## config.mk

```make
export PLATFORM = sky130hd
export DESIGN_NAME = dm_mem_arbiter
export DESIGN_NICKNAME = d
export VERILOG_FILES = /design/src/rtl/dm_mem_arbiter.sv
export SDC_FILE = /design/constraint.sdc
export NUM_CORES = 1
export LEC_CHECK = 0
export BUFFER_PORTS_ARGS = -buffer_cell sky130_fd_sc_hd__buf_4
export CAP_MARGIN = 20
export CORE_AREA = 2 2 113 115
export CTS_BUF_LIST = sky130_fd_sc_hd__clkbuf_4
export DETAILED_ROUTE_END_ITERATION = 16
export DIE_AREA = 0 0 115 117
export PLACE_DENSITY = 0.73
export SKIP_LAST_GASP = 1
export SLEW_MARGIN = 40
export SYNTH_ARGS = -nofsm -noshare
export SYNTH_HDL_FRONTEND = slang
export SYNTH_SLANG_ARGS = --single-unit
```

## constraint.sdc

```tcl
create_clock -name i_clk -period 2.7 [get_ports i_clk]
set_clock_uncertainty 0.2 [all_clocks]
set_input_delay 0.54 -clock i_clk [delete_from_list [all_inputs] [get_ports i_clk]]
set_output_delay 0.54 -clock i_clk [all_outputs]
set_load 0.005 [all_outputs]
```

## src/rtl/dm_mem_arbiter.sv

```systemverilog
// Two-requester round-robin arbiter sharing a single memory port.
// One transaction in flight; read responses are routed back to the owner.
module dm_mem_arbiter #(
    parameter int unsigned ADDRESS_WIDTH = 32,
    parameter int unsigned DATA_WIDTH    = 32,
    parameter int unsigned STROBE_WIDTH  = 4
) (
    input  logic                      i_clk,
    input  logic                      i_rst,
    input  logic [1:0]                i_req_valid,
    input  logic [1:0]                i_req_rd_wr,
    input  logic [2*ADDRESS_WIDTH-1:0] i_req_address,
    input  logic [2*DATA_WIDTH-1:0]    i_req_write_data,
    input  logic [2*STROBE_WIDTH-1:0]  i_req_write_strobe,
    output logic [1:0]                o_req_ready,
    output logic [DATA_WIDTH-1:0]     o_req_read_data,
    output logic [1:0]                o_req_read_valid,
    input  logic [1:0]                i_req_read_ready,
    output logic                      o_mem_valid,
    output logic                      o_mem_rd_wr,
    output logic [ADDRESS_WIDTH-1:0]  o_mem_address,
    input  logic                      i_mem_ready,
    output logic [DATA_WIDTH-1:0]     o_mem_write_data,
    output logic [STROBE_WIDTH-1:0]   o_mem_write_strobe,
    input  logic [DATA_WIDTH-1:0]     i_mem_read_data,
    input  logic                      i_mem_read_valid,
    output logic                      o_mem_read_ready,
    output logic                      o_grant,
    output logic                      o_busy
);

    localparam logic [1:0] IDLE = 2'd0;
    localparam logic [1:0] REQ  = 2'd1;
    localparam logic [1:0] RESP = 2'd2;

    logic [1:0] state;
    logic [1:0] state_next;
    logic       last_grant;
    logic       winner;
    logic       capture;

    // Next-state, winner selection and combinational handshake outputs
    always_comb begin
        state_next       = state;
        winner           = ~last_grant;
        capture          = 1'b0;
        o_req_ready      = 2'b00;
        o_req_read_valid = 2'b00;
        o_req_read_data  = '0;
        o_mem_read_ready = 1'b0;

        if (i_req_valid == 2'b01) begin
            winner = 1'b0;
        end else if (i_req_valid == 2'b10) begin
            winner = 1'b1;
        end

        case (state)
            IDLE: begin
                if ((|i_req_valid) && !i_rst) begin
                    capture             = 1'b1;
                    o_req_ready[winner] = 1'b1;
                    state_next          = REQ;
                end
            end
            REQ: begin
                if (i_mem_ready) begin
                    state_next = o_mem_rd_wr ? RESP : IDLE;
                end
            end
            RESP: begin
                o_mem_read_ready             = i_req_read_ready[o_grant];
                o_req_read_valid[o_grant]    = i_mem_read_valid;
                o_req_read_data              = i_mem_read_data;
                if (i_mem_read_valid && i_req_read_ready[o_grant]) begin
                    state_next = IDLE;
                end
            end
            default: state_next = IDLE;
        endcase
    end

    // State register, grant history and latched request fields
    always_ff @(posedge i_clk) begin
        if (i_rst) begin
            state              <= IDLE;
            last_grant         <= 1'b1;
            o_grant            <= 1'b0;
            o_mem_rd_wr        <= 1'b0;
            o_mem_address      <= '0;
            o_mem_write_data   <= '0;
            o_mem_write_strobe <= '0;
        end else begin
            state <= state_next;
            if (capture) begin
                last_grant         <= winner;
                o_grant            <= winner;
                o_mem_rd_wr        <= i_req_rd_wr[winner];
                o_mem_address      <= winner ? i_req_address[2*ADDRESS_WIDTH-1:ADDRESS_WIDTH]
                                             : i_req_address[ADDRESS_WIDTH-1:0];
                o_mem_write_data   <= winner ? i_req_write_data[2*DATA_WIDTH-1:DATA_WIDTH]
                                             : i_req_write_data[DATA_WIDTH-1:0];
                o_mem_write_strobe <= winner ? i_req_write_strobe[2*STROBE_WIDTH-1:STROBE_WIDTH]
                                             : i_req_write_strobe[STROBE_WIDTH-1:0];
            end
        end
    end

    assign o_mem_valid = (state == REQ);
    assign o_busy      = (state != IDLE);

endmodule

```

==> results.rst <==
.. list-table::
   :header-rows: 1

   * - Metric
     - Value
   * - Dominant synthesized flop cell
     - sky130_fd_sc_hd__dfxtp_1
   * - Clk buf depth
     - 2
   * - Critical Path End Type
     - primary output
   * - Cell with the largest stage delay on the worst path
     - sky130_fd_sc_hd__or3_2
   * - Global-route wire length before repair
     - 19,130 um
   * - Inst Count DP
     - 854
   * - Number of buffers inserted by post-CTS setup repair
     - 0
   * - Final worst path period share
     - 0.9572
   * - Share of cells above drive strength 1
     - 0.4438
   * - Global placement routability congestion
     - 0.7541
   * - HPWL Detailed
     - 9388 um
   * - Number of enable flip-flop cells after synthesis
     - 0
   * - Drt via density
     - 4.703
   * - Number of cells in the finished layout apart from fillers
     - 872
   * - # port buffers
     - 286
   * - Vias in the first global route
     - 3,702
   * - Cell at the root of the clock tree
     - sky130_fd_sc_hd__clkbuf_4
   * - Maximum net fanout on the critical path
     - 5
   * - DRC violation total after the first TritonRoute iteration
     - 269
   * - Largest voltage drop on the vdd net
     - 0.2831 mV
   * - Initial antenna violation count
     - 0
   * - Signed area change from the synthesized netlist to the final layout
     - 73.51%
   * - Result of the run
     - finished, final reports clean
   * - Hold-fix buffers at CTS
     - 0
   * - Total leakage power
     - 2.891 nW
   * - CP arrival
     - 1.84 ns
   * - Count of cells resized by post-cts repair
     - 0
   * - Initial core utilization
     - 0.2747
   * - Reg clk slew, reported paths
     - 0.13 ns
   * - Largest cells by area after synthesis
     - sky130_fd_sc_hd__dfxtp_1 (43%), sky130_fd_sc_hd__a211oi_1 (15%), sky130_fd_sc_hd__a21oi_1 (11%)
   * - Wire length reported by the detailed router
     - 12,990 um
   * - CP peak stage delay
     - 0.52 ns
   * - Unrepaired setup endpoints after global routing
     - false
   * - Std-Cell Core Area
     - 12,310 um^2
   * - Proportion of netlist area held by the largest area contributor
     - 0.4321
   * - Highest Clock Rate
     - 387.0 MHz
   * - Critical path cell sequence
     - or2_4 -> or3_2 -> nor2_1 -> buf_4
   * - Worst hold path class
     - input pin to register
   * - Gate count of the mapped netlist
     - 448
   * - Row count
     - 41
   * - CP Data Required Time
     - 1.96 ns
   * - Inserted Clock Buffers
     - 9
   * - Clock period minus final worst setup slack
     - 2.584 ns
   * - Share of synthesized registers carrying an async set or reset
     - 0
   * - Die H
     - 117 um
   * - Total gr overflow
     - 0
   * - Clock tree from TritonCTS
     - yes
   * - Pin count of the biggest net entering global routing
     - 74
   * - Number of nets produced by synthesis
     - 626
   * - Final Hold Violating Endpoints
     - 0
   * - TritonRoute pass-1 iters
     - 4
   * - Total global-route track usage
     - 0.1806
   * - Number of primary I/O pins
     - 287
   * - Start-to-end type of the worst setup path
     - register to primary output
   * - Post-synth design cell area
     - 3382 um^2
   * - Avg Synthesized Cell Area
     - 7.549 um^2
   * - Number of nets at the end of the flow
     - 894
   * - Detail-routed net length per standard cell
     - 14.90 um
   * - Horizontal die dimension
     - 115 um
   * - Kind of start point of the critical path
     - register
   * - Clock latency on the worst-skew pair
     - 0.42 ns
   * - Power per standard cell area
     - 505.7 nW/um^2
   * - Via count
     - 4,101
   * - Die Area
     - 13,460 um^2
   * - Headroom to the max-slew limit
     - 0.7568
   * - Sum of negative setup slack
     - 0 ns
   * - Max_cap viols
     - 0
   * - Number of distinct library cells after synthesis
     - 22
   * - Cell type contributing the most total cell area after synthesis
     - sky130_fd_sc_hd__dfxtp_1
   * - Final Max Tran Viols
     - 0
   * - Sink Count
     - 73
   * - # H-tree levels
     - 3
   * - Number of remaining DRC errors
     - 0
   * - Sequential cell area fraction in the yosys report
     - 0.4321
   * - Synth warnings
     - 0
   * - Total of endpoints with negative setup slack in the final report
     - 0
   * - Measured slew at the worst slew-check pin
     - 0.3635 ns
   * - ANT nets after route
     - 0
   * - Seq cells post-synth
     - 73
==> layout by cell type, fill, tap and decap left out, drive strengths merged <==
master,netlist,layout
buf,22,298
nor2,75,75
dfxtp,73,73
a21oi,71,71
nand2,70,70
a211oi,69,69
and2,32,32
clkbuf,19,11
nor2b,4,4
bufinv,0,3
a21o,2,2
nor3,2,2
clkinv,0,2
diode,0,1
or2,1,1
nand2b,1,1
or3,1,1
mux2i,1,1
and3,1,1
inv,1,1
o21ai,1,1
nand3,1,1
a211o,1,1
==> where the power goes <==
part | internal (W) | total (W) | switching, W
registers | 0.00118 | 0.00124 | 0.0000585
logic | 0.000449 | 0.000831 | 0.000382
clock network | 0.000490 | 0.000893 | 0.000403
==> state kept, by name, indices dropped and copies added (netlist names) <==
name                cells
o_mem_write_strobe      4
o_mem_rd_wr             1
o_mem_address          32
last_grant              1
o_mem_write_data       32
o_grant                 1
state                   2
==> Yosys cell counts (2+ instances only) <==
| cell | n |
|---|---|
| sky130_fd_sc_hd__nor2b_1 | 4 |
| sky130_fd_sc_hd__a21o_1 | 2 |
| sky130_fd_sc_hd__dfxtp_1 | 73 |
| sky130_fd_sc_hd__clkbuf_1 | 19 |
| sky130_fd_sc_hd__a21oi_1 | 71 |
| sky130_fd_sc_hd__and2_1 | 32 |
| sky130_fd_sc_hd__nand2_1 | 70 |
| sky130_fd_sc_hd__nor2_1 | 75 |
| sky130_fd_sc_hd__buf_2 | 21 |
| sky130_fd_sc_hd__a211oi_1 | 69 |
==> cell families after synthesis <==
| family | count (synthesis) | synth area share |
|---|---|---|
| mux | 1 | 0.002960 |
| flops | 73 | 0.4321 |
| buf+inv | 42 | 0.05660 |
| compound gates | 144 | 0.2667 |
| simple gates | 188 | 0.2416 |
==> worst max-delay path, delay by kind of cell, from the launching register on <==
kind	cells	cell delay, ns
AND/OR/NAND/NOR	3	0.94
flip-flops	1	0.34
buffers and inverters	1	0.14
==> area by class of cell <==
class	count	area [um^2]
repair buffers	298	2275
clock inverters	5	103.9
diodes	1	2.502
fillers	1292	6444
inverters	1	3.754
clock buffers	11	82.58
multi-input cells	333	1752
flip-flops and latches	73	1461
well taps	150	187.7
==> metrics by stage <==
step                power (W)  hold slack (ns)    util  worst slack, ns  cell area, um^2
floorplan            0.001624           0.2599       -           0.6522             3382
global placement     0.002100           0.2875  0.4595           0.4387             5657
detailed placement   0.002104           0.2921  0.4595           0.4350             5657
CTS                  0.003005           0.1118  0.4746          0.06985             5843
global route         0.003148           0.1057  0.4764         0.001487             5866
finish               0.002967           0.1421  0.4766           0.1157             5868
==> metal layers <==
layer,share of wire,global-route usage,wire [um],vias to the layer above
met5,0,0,0,-
met4,0.017,0.05060,222,0
met3,0.092,0.05767,1197,18
met2,0.50,0.3184,6520,186
met1,0.39,0.2116,5048,1828
li1,-,-,-,2069
==> final timing paths <==
kind	slack (ns)	startpoint	cells past startpoint	endpoint
worst max-delay path	0.12	state[1]	4	o_req_ready[1]
worst min-delay path	0.14	i_req_write_data[21]	3	o_mem_write_data[21]
worst max register to register	0.72	state[1]	5	o_mem_address[19]
worst min register to register	0.31	o_mem_write_strobe[1]	2	o_mem_write_strobe[1]
Power figures use the tool's default switching activity.
